==> src/rtl/score_ctrl_if.sv <==
// ---------------------------------------------------------------------------
// score_ctrl_if : button/counter/strobe bundle between the game controller
//                 and its environment
// Revision 1.0
// ---------------------------------------------------------------------------
`default_nettype none

interface score_ctrl_if #(
  parameter int BW = 7
);
  logic          start;
  logic          clr;
  logic [3:0]    btn;
  logic [BW-1:0] cnt_a;
  logic [BW-1:0] cnt_b;
  logic          up_a;
  logic          down_a;
  logic          up_b;
  logic          down_b;
  logic          cnt_rst;
  logic [1:0]    state;
  logic [1:0]    winner;

  modport master (
    output start, clr, btn, cnt_a, cnt_b,
    input  up_a, down_a, up_b, down_b, cnt_rst, state, winner
  );

  modport slave (
    input  start, clr, btn, cnt_a, cnt_b,
    output up_a, down_a, up_b, down_b, cnt_rst, state, winner
  );
endinterface

`default_nettype wire

==> src/rtl/score_ctrl.sv <==
// ---------------------------------------------------------------------------
// score_ctrl : debounced scoreboard buttons, round-robin strobe arbiter and
//              IDLE/RUN/WON/CLEAR game FSM driving two score counters
// Revision 1.0
// ---------------------------------------------------------------------------
`default_nettype none

module score_ctrl #(
  parameter int BW        = 7,
  parameter int MAX_SCORE = 99,
  parameter int WIN_SCORE = 21,
  parameter int DB_CYCLES = 4
) (
  input  logic        clk,
  input  logic        rst_n,
  score_ctrl_if.slave bus
);

  localparam int DBW = $clog2(DB_CYCLES + 1);

  typedef enum logic [1:0] {
    IDLE  = 2'b00,
    RUN   = 2'b01,
    WON   = 2'b10,
    CLEAR = 2'b11
  } state_t;

  state_t     state;
  logic [3:0] sync1;
  logic [3:0] sync2;
  logic [3:0] db_level;
  logic [3:0] db_prev;
  logic [3:0] rise;
  logic [3:0] pending;
  logic [1:0] start_sync;
  logic [1:0] clr_sync;
  logic [1:0] ptr;
  logic [3:0] strobe;
  logic       cnt_rst;
  logic [1:0] winner;
  logic       clear_cnt;

  logic       win_a;
  logic       win_b;
  logic       found;
  logic       drop;
  logic       decide;
  logic [1:0] grant;
  logic [1:0] idx;
  logic [3:0] grant_mask;

  always_ff @(posedge clk or negedge rst_n) begin
    if (!rst_n) begin
      sync1      <= '0;
      sync2      <= '0;
      db_prev    <= '0;
      start_sync <= '0;
      clr_sync   <= '0;
    end else begin
      sync1      <= bus.btn;
      sync2      <= sync1;
      db_prev    <= db_level;
      start_sync <= {start_sync[0], bus.start};
      clr_sync   <= {clr_sync[0], bus.clr};
    end
  end

  // The level follows the synchronised input only after it has differed for DB_CYCLES cycles.
  for (genvar n = 0; n < 4; n++) begin : g_btn
    logic [DBW-1:0] cnt;
    logic           level;

    always_ff @(posedge clk or negedge rst_n) begin
      if (!rst_n) begin
        cnt   <= '0;
        level <= 1'b0;
      end else if (sync2[n] == level) begin
        cnt <= '0;
      end else if (cnt == DBW'(DB_CYCLES - 1)) begin
        level <= sync2[n];
        cnt   <= '0;
      end else begin
        cnt <= cnt + 1'b1;
      end
    end

    assign db_level[n] = level;
  end

  assign rise  = db_level & ~db_prev;
  assign win_a = (bus.cnt_a >= BW'(WIN_SCORE));
  assign win_b = (bus.cnt_b >= BW'(WIN_SCORE));

  always_comb begin
    found = 1'b0;
    grant = ptr;
    idx   = ptr;
    // Scan downwards so the request nearest the pointer is the one left in grant.
    for (int i = 3; i >= 0; i--) begin
      idx = ptr + 2'(i);
      if (pending[idx]) begin
        found = 1'b1;
        grant = idx;
      end
    end
  end

  always_comb begin
    drop = 1'b0;
    case (grant)
      2'd0:    drop = (bus.cnt_a == BW'(MAX_SCORE));
      2'd1:    drop = (bus.cnt_a == '0);
      2'd2:    drop = (bus.cnt_b == BW'(MAX_SCORE));
      default: drop = (bus.cnt_b == '0);
    endcase
  end

  // No decision while a strobe is high, so every strobe is followed by a low cycle.
  assign decide     = (state == RUN) && !win_a && !win_b && (strobe == '0) && found;
  assign grant_mask = decide ? (4'b0001 << grant) : 4'b0000;

  always_ff @(posedge clk or negedge rst_n) begin
    if (!rst_n) begin
      state     <= IDLE;
      cnt_rst   <= 1'b1;
      winner    <= 2'b00;
      clear_cnt <= 1'b0;
      pending   <= '0;
      ptr       <= '0;
      strobe    <= '0;
    end else begin
      strobe <= '0;
      case (state)
        IDLE: begin
          cnt_rst <= 1'b1;
          winner  <= 2'b00;
          pending <= '0;
          if (start_sync[1]) begin
            state   <= RUN;
            cnt_rst <= 1'b0;
          end
        end
        RUN: begin
          cnt_rst <= 1'b0;
          if (win_a || win_b) begin
            state   <= WON;
            winner  <= win_a ? 2'b01 : 2'b10;
            pending <= '0;
          end else begin
            pending <= (pending & ~grant_mask) | rise;
            if (decide) begin
              ptr <= grant + 2'd1;
              if (!drop) begin
                strobe <= grant_mask;
              end
            end
          end
        end
        WON: begin
          pending <= '0;
          if (clr_sync[1]) begin
            state     <= CLEAR;
            cnt_rst   <= 1'b1;
            winner    <= 2'b00;
            clear_cnt <= 1'b0;
          end
        end
        default: begin
          cnt_rst   <= 1'b1;
          winner    <= 2'b00;
          pending   <= '0;
          clear_cnt <= 1'b1;
          if (clear_cnt) begin
            state <= IDLE;
          end
        end
      endcase
    end
  end

  assign bus.up_a    = strobe[0];
  assign bus.down_a  = strobe[1];
  assign bus.up_b    = strobe[2];
  assign bus.down_b  = strobe[3];
  assign bus.cnt_rst = cnt_rst;
  assign bus.state   = state;
  assign bus.winner  = winner;

endmodule

`default_nettype wire

==> src/flat_wrapper.sv <==
// flat-port wrapper written by rule: the top's interface ports become plain ports
module score_ctrl_flat 
#(
  parameter int BW        = 7,
  parameter int MAX_SCORE = 99,
  parameter int WIN_SCORE = 21,
  parameter int DB_CYCLES = 4
)
  (clk, rst_n, bus_start, bus_clr, bus_btn, bus_cnt_a, bus_cnt_b, bus_up_a, bus_down_a, bus_up_b, bus_down_b, bus_cnt_rst, bus_state, bus_winner);
  score_ctrl_if #(.BW(BW)) bus_i ();
  input  logic clk;
  input  logic rst_n;
  input wire logic [$bits(bus_i.start)-1:0] bus_start;
  input wire logic [$bits(bus_i.clr)-1:0] bus_clr;
  input wire logic [$bits(bus_i.btn)-1:0] bus_btn;
  input wire logic [$bits(bus_i.cnt_a)-1:0] bus_cnt_a;
  input wire logic [$bits(bus_i.cnt_b)-1:0] bus_cnt_b;
  output wire logic [$bits(bus_i.up_a)-1:0] bus_up_a;
  output wire logic [$bits(bus_i.down_a)-1:0] bus_down_a;
  output wire logic [$bits(bus_i.up_b)-1:0] bus_up_b;
  output wire logic [$bits(bus_i.down_b)-1:0] bus_down_b;
  output wire logic [$bits(bus_i.cnt_rst)-1:0] bus_cnt_rst;
  output wire logic [$bits(bus_i.state)-1:0] bus_state;
  output wire logic [$bits(bus_i.winner)-1:0] bus_winner;
  assign bus_i.start = bus_start;
  assign bus_i.clr = bus_clr;
  assign bus_i.btn = bus_btn;
  assign bus_i.cnt_a = bus_cnt_a;
  assign bus_i.cnt_b = bus_cnt_b;
  assign bus_up_a = bus_i.up_a;
  assign bus_down_a = bus_i.down_a;
  assign bus_up_b = bus_i.up_b;
  assign bus_down_b = bus_i.down_b;
  assign bus_cnt_rst = bus_i.cnt_rst;
  assign bus_state = bus_i.state;
  assign bus_winner = bus_i.winner;
  score_ctrl #(.BW(BW), .MAX_SCORE(MAX_SCORE), .WIN_SCORE(WIN_SCORE), .DB_CYCLES(DB_CYCLES)) u_core (.clk(clk), .rst_n(rst_n), .bus(bus_i));
endmodule
==> config.mk <==
export PLATFORM = sky130hd
export DESIGN_NAME = score_ctrl_flat
export DESIGN_NICKNAME = d
export VERILOG_FILES = /design/src/rtl/score_ctrl_if.sv /design/src/rtl/score_ctrl.sv /design/src/flat_wrapper.sv
export SDC_FILE = /design/constraint.sdc
export NUM_CORES = 1
export LEC_CHECK = 0
export ABC_AREA = 1
export CORE_ASPECT_RATIO = 1.1
export CORE_UTILIZATION = 51
export CTS_BUF_LIST = sky130_fd_sc_hd__clkbuf_8
export DETAILED_ROUTE_END_ITERATION = 6
export PLACE_DENSITY_LB_ADDON = 0.15
export SLEW_MARGIN = 25
export SYNTH_ARGS = -nofsm -noshare
export SYNTH_HDL_FRONTEND = slang
export SYNTH_SLANG_ARGS = --single-unit
export TNS_END_PERCENT = 50
==> constraint.sdc <==
create_clock -name clk -period 2 [get_ports clk]
set_input_delay 0.4 -clock clk [delete_from_list [all_inputs] [get_ports clk]]
set_output_delay 0.4 -clock clk [all_outputs]
set_load 0.02 [all_outputs]
[After elaboration in Yosys (flattened, before gate mapping)]
Index checks and enable logic that the tools add are counted.
Word-level totals
  output and inout port bits: 9
  word-level logic and storage cells: 131
  bits in registers: 48
Operators by class
  reductions and logical operators: 22
  add/subtract/negate cells: 8
  shifts and indexed selects: 1
  muxes and demuxes: 46
  $lt $le $gt $ge: 6
  bitwise logic cells: 11
  equal/unequal tests: 17
Operators with widths (number)
  $mux W4: 7
  $mux W3: 8
  $mux W2: 11
  $eq A7 B7 Y1 const B: 2
  $ge A7 B5 Y1 const B: 2
  $logic_not A7 Y1: 2
  $add A3 B1 Y3 const B: 4
  $eq A3 B2 Y1 const B: 4
  $lt A2 B3 Y1 const B: 4
  $reduce_and A2 Y1: 6
  $mux W1: 11
  $and A4 B4 Y4: 2
  $bmux W1 S2: 4
  $not A4 Y4: 2
  $not A1 Y1: 6
  $pmux W1 S3: 2
  $pmux W2 S3: 1
  $add A2 B1 Y2 const B: 2
  $add A2 B2 Y2 const B: 2
  $eq A1 B1 Y1: 4
  $eq A2 B1 Y1 const B: 2
  $eq A2 B2 Y1 const B: 2
  $logic_and A1 B1 Y1: 4
  $logic_not A2 Y1: 2
  other kinds (13): 15

[Depth between registers and ports, before layout]
Gate-level depths: netlist of the first run.
  depth after elaboration: 14
  gate-level depth with buffers: 21
  depth with buffers taken out: 20

[Least setup slack after synthesis of the first run]
OpenSTA, ideal clock, no wires.
  path kind: register to register
  start point: reg u_core.ptr[0]
  end point: reg u_core.strobe[0]
  cell stages (with the launch flop): 21
  period minus slack after synthesis: 2.058 ns
  arrival: 1.940 ns
  required time: 1.883 ns
  slack: -0.058 ns
  path through: dfrtp_1 buf_6 inv_4 nand2_1 nand2_1 nand2_1 nand2_1 inv_2 nand2_1 nand3_1 nand2_1 inv_1 ha_1 nor2_1 nand4_1 nand2_1 nand3_1 nand2_1 nand2_1 nand2_2 nor2_1
Between the ends
  word-level cells in the longest chain between the ends: 13
Ends and longest elaborated chain
  start: declaration: RTL line score_ctrl.sv:37  | logic [1:0] ptr;
  start signal: assignment: RTL line score_ctrl.sv:152  | ptr <= grant + 2'd1;
  $add A2 B2 Y2: RTL line score_ctrl.sv:100  | idx = ptr + 2'(i);
  $bmux W1 S2: RTL line score_ctrl.sv:101  | if (pending[idx]) begin
  $mux W1 (implied by the code): RTL line score_ctrl.sv:101
  $mux W2 / $mux W1 (equally long branches) (4 in series): RTL line score_ctrl.sv:101
  $eq A2 B2 Y1, or another cell as far along: RTL line score_ctrl.sv:110  | case (grant)
  $pmux W1 S3 / $mux W4 (equally long branches): RTL line score_ctrl.sv:110, score_ctrl.sv:120
  $mux W4: RTL line score_ctrl.sv:153  | if (!drop) begin
  $mux W4 *: RTL line score_ctrl.sv:151  | if (decide) begin
  $mux W4 *: RTL line score_ctrl.sv:145  | if (win_a || win_b) begin
  $mux W4 *: RTL line score_ctrl.sv:133  | case (state)
  end signal: assignment: RTL line score_ctrl.sv:154  | strobe <= grant_mask;
  end: declaration: RTL line score_ctrl.sv:38  | logic [3:0] strobe;
Mark *: on every way between the ends. The rest lies on a longest branch, timed or not. The select of a mux whose other input is x is not followed.
A chain may end at the register's enable or synchronous reset.

[Final worst setup path of the first run]
  start point: reg u_core.ptr[0]
  end point: reg u_core.strobe[3]
Same word-level chain as after synthesis.

==> summary.md, run 1 <==
| Metric | Value |
|---|---|
| Status | `finished, violations left` |
| Failing checks | `negative setup slack` |
| Most frequent cells in the layout | `56 x nand2_1, 46 x dfrtp_1, 29 x clkdlybuf4s50_1` |
| Routed vias | `roughly 1700` |
| #FFs+latches synth | `48` |
| # nets final | `around 340` |
| Reg2reg start | `u_core.ptr[0]` |
| Max Clock Freq | `about 0.45 GHz` |
| Area grow syn2layout | `33.3%` |
| Startpoint Class | `register` |
| Non-filler cells, final | `around 360` |
| Dominant cells by area after synthesis | `dfrtp_1 53%, nand2_1 11%, ha_1 7.4%` |
| Switching Share | `about a third` |
| # Max-Cap Violations | `0` |
| Net Sw Power | `about 0.00085 W` |
| Number of diodes | `0` |
| CP peak stage delay | `~470 ps` |
| Syn. warnings | `0` |
| Sink Count | `48` |
| Drt pass-1 iters | `4` |
| Final Power | `0.00270 W` |
| Syn nets | `274` |
| Setup ws final | `-221 ps` |
| Residual DRC count | `0` |
| Final setup fails | `8` |
| Critical path required time | `2190 ps` |
| RSZ-0062 raised after global routing | `yes` |
| CP Capture Type | `register` |
| Most common library cell in the layout ignoring fill and taps | `nand2_1` |
| Initial drt markers | `66` |
| Post-synthesis cell area | `between 2000 and 2500 um^2` |
| Avg Inst Size Synth | `between 9 and 10 um^2` |
| DP HPWL | `approximately 3000 um` |
| Placed Instance Area | `2740 um^2` |
| GRT overflow | `0` |
| Yosys cell types | `26` |
| Antenna-violating nets left | `0` |
| Slew margin rel. | `between 60% and 70%` |
| Post-route clock period utilization | `111%` |
| Number of H-tree levels | `2` |
| Yosys top cell by area | `dfrtp_1` |
| Sequential area share after synthesis | `54.4%` |
| Top-area cell type share of the netlist area | `~53%` |
| Die area | `approximately 4600 um^2` |
| Global-route wire length before repair | `around 6800 um` |
| Reg2reg end | `u_core.strobe[3]` |
| RD Place Congestion | `0.807` |
| Inst Count DP | `roughly 340` |
| I/O Buffers | `30` |
| Sequential power share | `around half` |
| Total GRT Usage | `a little under 20%` |
| Reg2Reg Depth | `16` |
| Routed WL | `approximately 4000 um` |
| Worst VDD drop | `roughly 0.00096 V` |
| Initial core utilization | `~55%` |
| Pint | `~0.0019 W` |
| Crit path kind | `reg2reg` |
| Routed WL per cell | `11.3 um` |
| CTS max path bufs | `2` |
| Floorplan row count | `24` |
| Final Max Slew Viols | `0` |
| Reg2Reg Setup Slack | `-220 ps` |
| Crit-path cells | `o21ai_1 > nand2_2 > nand2_2 > o211ai_1 > nand3_1 > nand2_1 > nand2_1 > nand2_2 > inv_2 > buf_4 > ha_1 > inv_1 > nor3_1 > nand4_1 > nand2_2 > nor2_1` |
| Crit-path slowest cell | `dfrtp_2` |
| Pwr dens | `around 920 nW/um^2` |
| Vias/cell | `roughly 4.8` |
| Clk pwr share | `a little over a fifth` |
| Tightest Pin Transition | `between 500 and 600 ps` |
| Setup Skew | `~3.7 ps` |
| Vias in the first global route | `about 1700` |
| Combinational Power Share | `between 30% and 40%` |
| Setup_tns | `-1210 ps` |
| Cts hold-fix bufs | `0` |
| Worst hold slack | `~170 ps` |
| CP max FO | `6` |
| Min-Delay Path Class | `in2async` |
| Design Area, Final | `2950 um^2` |
| Synth Instances | `239` |
| Initial antenna violation count | `0` |
| Worst skew pair latency | `just under 300 ps` |
| CTS tree | `yes` |
| Proportion of layout cells with a drive suffix above 1 | `23.4%` |
| Area of the core | `4050 um^2` |
| Die X | `64.8 um` |
| Largest net degree at the start of global routing | `slightly below 50` |
| Die Span Y | `71.1 um` |
| IO Count | `31` |
| Clock transition at path regs | `approximately 80 ps` |
| Leak | `1.43 nW` |
| CP arrival | `2410 ps` |
| CTS root buffer | `clkbuf_8` |
| Tmin final | `2220 ps` |
| Num CTS Buffers | `5` |
| Most used cell, CP | `nand2_2` |
| Final Hold Vio Count | `0` |
[timing repair]
item                                   4_1_cts  5_1_grt
buffers inserted                             4        1
pin swaps                                    4       18
endpoints found under the hold margin        0        0
gates cloned                                 0        0
resized for setup                            7       12
setup endpoints to repair                    8        9
[final cells by class]
class                           count  area (um^2)
Clock buffer                        6         82.6
Clock inverter                      2         11.3
Fill cell                         308         1110
Inverter                           31          119
Multi-Input combinational cell    159          957
Sequential cell                    48         1200
Tap cell                           52         65.1
Timing Repair Buffer               58          509
[sequential cells by signal, summed over array words and instances (netlist names)]
name / flops
u_core.clear_cnt: 1
u_core.g_btn.level: 4
u_core.start_sync: 2
u_core.ptr: 2
u_core.g_btn.cnt: 12
u_core.clr_sync: 2
u_core.strobe: 4
u_core.bus.cnt_rst: 1
u_core.pending: 4
u_core.bus.winner: 2
u_core.sync2: 4
u_core.db_prev: 4
u_core.bus.state: 2
u_core.sync1: 4
[power groups by stage]
stage	sequential [W]	clock (W)	combinational, W
2_1_floorplan	0.00137	0	0.000489
3_3_place_gp	0.00133	0	0.000783
3_5_place_dp	0.00134	0	0.000809
4_1_cts	0.00132	0.000588	0.000818
5_1_grt	0.00135	0.000617	0.000931
6_report	0.00132	0.000565	0.000814
[synthesized netlist by cell type, drive strengths merged]
cell type and number:
a21oi 4, buf 1, dfrtp 47, dfstp 1
ha 13, inv 31, mux2 4, nand2 67
nand3 15, nand3b 1, nand4 4, nor2 20
nor3 9, nor3b 5, o211ai 1, o21ai 9
or2 2, or4 1, xnor2 4
[routing by layer]
metal | GRT usage (%) | vias up | part of all wire, %
li1 | - | 891 | -
met1 | 22.1 | 783 | 44
met2 | 35.1 | 23 | 52
met3 | 4.84 | 4 | 3.0
met4 | 8.40 | 0 | 1.3
met5 | 0 | - | 0
[through the flow]
step	setup slack, ps	util (%)
after floorplan	0.393	-
after global placement	-126	67.6
after detailed placement	-220	67.6
after CTS	-159	71.3
after global routing	-427	72.7
final	-221	72.7
[worst max-delay path by stage]
| stage | depth (start not counted) | slack (ps) | from | end |
|---|---|---|---|---|
| 4_1_cts | 20 | -160 | u_core.ptr[0] | u_core.strobe[2] |
| 3_3_place_gp | 20 | -130 | u_core.ptr[0] | u_core.strobe[0] |
| 5_1_grt | 20 | -430 | u_core.ptr[0] | u_core.strobe[2] |
| 3_5_place_dp | 20 | -220 | u_core.ptr[0] | u_core.strobe[0] |
| 6_report | 16 | -220 | u_core.ptr[0] | u_core.strobe[3] |
| 2_1_floorplan | 20 | 0.4 | u_core.ptr[0] | u_core.strobe[0] |
[critical path, delay by kind of cell, from the launching register on]
family,cells,cell delay (ps)
fa+ha+maj,1,140
simple gates,10,920
flops,1,470
buf+inv,3,250
compound gates,2,330
[kinds of logic after synthesis]
logic type / synth area share, %
compound gates: 3.28
xor+xnor: 1.58
fa+ha+maj: 7.35
buf+inv: 5.88
flops: 54.4
mux: 2.04
simple gates: 25.5
Power figures use the tool's default switching activity.
==> run 2, diff against run 1 <==
CORE_ASPECT_RATIO = not set   (was 1.1)
==> summary.md, run 2 (same netlist as run 1, synthesis figures left out) <==
| Metric | Value |
|---|---|
| Crit path to | `u_core.strobe[3]` |
| Routed vias | `1751 (+2.9%)` |
| Initial antenna violation count | `0 (unchanged)` |
| Min-Delay Path Class | `reg2reg` |
| Slew margin rel. | `76.2% (+14 points)` |
| CP max FO | `6 (unchanged)` |
| CTS max path bufs | `2 (unchanged)` |
| CTS root buffer | `clkbuf_8` |
| Drt pass-1 iters | `4 (unchanged)` |
| Reg2Reg Setup Slack | `-260 ps (-40 ps)` |
| Leak | `1.43 nW (+0.19%)` |
| Status | `finished, violations left` |
| # nets final | `340 (+0.59%)` |
| CP arrival | `2450 ps (+40 ps)` |
| Reg2reg end | `u_core.strobe[3]` |
| CTS tree | `yes` |
| Reg2Reg Depth | `21 (+5)` |
| I/O Buffers | `30 (unchanged)` |
| Final setup fails | `4 (-4)` |
| Crit-path slowest cell | `dfrtp_2` |
| Crit-path cells | `buf_6 > inv_8 > nand2_4 > nand2_2 > nand2_2 > buf_4 > o211ai_1 > nand3_1 > nand2_1 > nand2_1 > nand2_2 > inv_2 > ha_4 > nor2_4 > nand4_1 > nand2_1 > nand3_1 > nand2_1 > nand2_1 > nand2_2 > nor2_1` |
| Number of H-tree levels | `2 (unchanged)` |
| CP Launch Point | `u_core.ptr[0]` |
| IO Count | `31 (unchanged)` |
| RD Place Congestion | `0.838 (+3.9%)` |
| Most frequent cells in the layout | `49 x nand2_1, 45 x dfrtp_1, 29 x clkdlybuf4s50_1` |
| Setup ws final | `-257 ps (-36.1 ps)` |
| Clock transition at path regs | `90 ps (about the same)` |
| Antenna-violating nets left | `0 (unchanged)` |
| Critical path required time | `2200 ps (about the same)` |
| Worst VDD drop | `0.000852 V (-11%)` |
| Setup Skew | `6.97 ps (+3.26 ps)` |
| Most flop-heavy register | `u_core.g_btn.cnt` |
| CP peak stage delay | `460 ps (about the same)` |
| Max Clock Freq | `0.443 GHz (-1.6%)` |
| Failing checks | `negative setup slack` |
| Total GRT Usage | `19.7% (+0.044 points)` |
| Max FFs per register | `12 (unchanged)` |
| Vias in the first global route | `1603 (-4.5%)` |
| Final Power | `0.00276 W (+2.2%)` |
| Reg2reg start | `u_core.ptr[0]` |
| Largest net degree at the start of global routing | `18 (-63%)` |
| Area grow syn2layout | `37.0%` |
| Die X | `67.9 um (+4.7%)` |
| Final Max Slew Viols | `0 (unchanged)` |
| Floorplan row count | `23 (-4.2%)` |
| Number of diodes | `0 (unchanged)` |
| Sink Count | `48 (unchanged)` |
| Pwr dens | `911 nW/um^2 (-0.65%)` |
| Initial drt markers | `64 (-3.0%)` |
| Routed WL | `4110 um (+2.2%)` |
| Most used cell, CP | `nand2_1` |
| Proportion of layout cells with a drive suffix above 1 | `29.1% (+5.7 points)` |
| Residual DRC count | `0 (unchanged)` |
| Worst hold slack | `356 ps (+184 ps)` |
| GRT overflow | `0 (unchanged)` |
| Startpoint Class | `register` |
| Routed WL per cell | `11.6 um (+2.2%)` |
| Crit path kind | `reg2reg` |
| Die Span Y | `67.9 um (-4.5%)` |
| CP Capture Type | `register` |
| Tmin final | `2260 ps (+36.1 ps)` |
| DP HPWL | `3080 um (+3.5%)` |
| Area of the core | `4090 um^2 (+0.80%)` |
| Num CTS Buffers | `5 (unchanged)` |
| RSZ-0062 raised after global routing | `yes` |
| Final Hold Vio Count | `0 (unchanged)` |
| Most common library cell in the layout ignoring fill and taps | `nand2_1` |
| Global-route wire length before repair | `6540 um (-4.0%)` |
| Vias/cell | `4.92 (+2.9%)` |
| # Max-Cap Violations | `0 (unchanged)` |
| Die area | `4600 um^2 (about the same)` |
| Post-route clock period utilization | `113% (+1.8 points)` |
| Tightest Pin Transition | `357 ps (-207 ps)` |
| Initial core utilization | `54.1% (-0.43 points)` |
| Worst skew pair latency | `300 ps (about the same)` |
[run 2: power by group]
part | switching (W) | leakage [nW] | total (W) | internal [W]
clock network | 0.000311 | 0.0434 | 0.000591 | 0.000280
logic | 0.000454 | 0.781 | 0.000845 | 0.000391
registers | 0.000131 | 0.605 | 0.00132 | 0.00119
total | 0.000896 | 1.43 | 0.00276 | 0.00186
[run 2: per-stage QoR]
stage / instance area [um^2] / worst slack, ps / util (%) / instances / TNS, ps
3_3_place_gp: 2750 / -131 / 67.4 / 343 / -710
6_report: 3030 / -257 / 74.2 / 356 / -991
4_1_cts: 2880 / -137 / 70.6 / 352 / -543
2_1_floorplan: 2220 / 0.393 / - / 239 / 0
3_5_place_dp: 2750 / -192 / 67.4 / 343 / -937
5_1_grt: 3030 / -428 / 74.2 / 356 / -2160
[run 2: repair_timing]
item | 4_1_cts | 5_1_grt
buffers inserted | 0 | 4
gates resized for setup | 6 | 35
setup endpoints to repair | 5 | 9
pin swaps | 1 | 10
hold buffers | 1 | 0
hold endpoints to repair | 4 | 0
[run 2: critical path: cells and delay by family, from the launching register on]
kind,cells,cell delay [ps]
adders and majority gates,1,160
and+or+nand+nor,15,1080
DFF,1,460
buffers and inverters,4,370
AOI/OAI and AO/OA,1,70
[run 2: worst min-delay path by stage]
stage                               from                    to  slack, ps  depth (start not counted)
detailed placement                 rst_n   u_core.bus.state[0]        330                          1
global placement                   rst_n   u_core.bus.state[0]        330                          1
floorplan                          rst_n   u_core.bus.state[0]        100                          0
finish              u_core.start_sync[0]  u_core.start_sync[1]        360                          0
global route             u_core.sync1[0]       u_core.sync2[0]        370                          0
CTS                 u_core.start_sync[0]  u_core.start_sync[1]        350                          0
[run 2: cell type report]
type	count	area [um^2]
Clock buffer	6	82.6
Clock inverter	2	15.0
Fill cell	295	1050
Inverter	31	124
Multi-Input combinational cell	159	1010
Sequential cell	48	1200
Tap cell	50	62.6
Timing Repair Buffer	60	531
[run 2: metal layers]
| metal | up-vias | global-route usage (%) | routed length [um] |
|---|---|---|---|
| li1 | 900 | - | - |
| met1 | 828 | 22.0 | 1740 |
| met2 | 16 | 35.8 | 2220 |
| met3 | 7 | 4.67 | 89 |
| met4 | 0 | 8.33 | 68 |
| met5 | - | 0 | 0 |
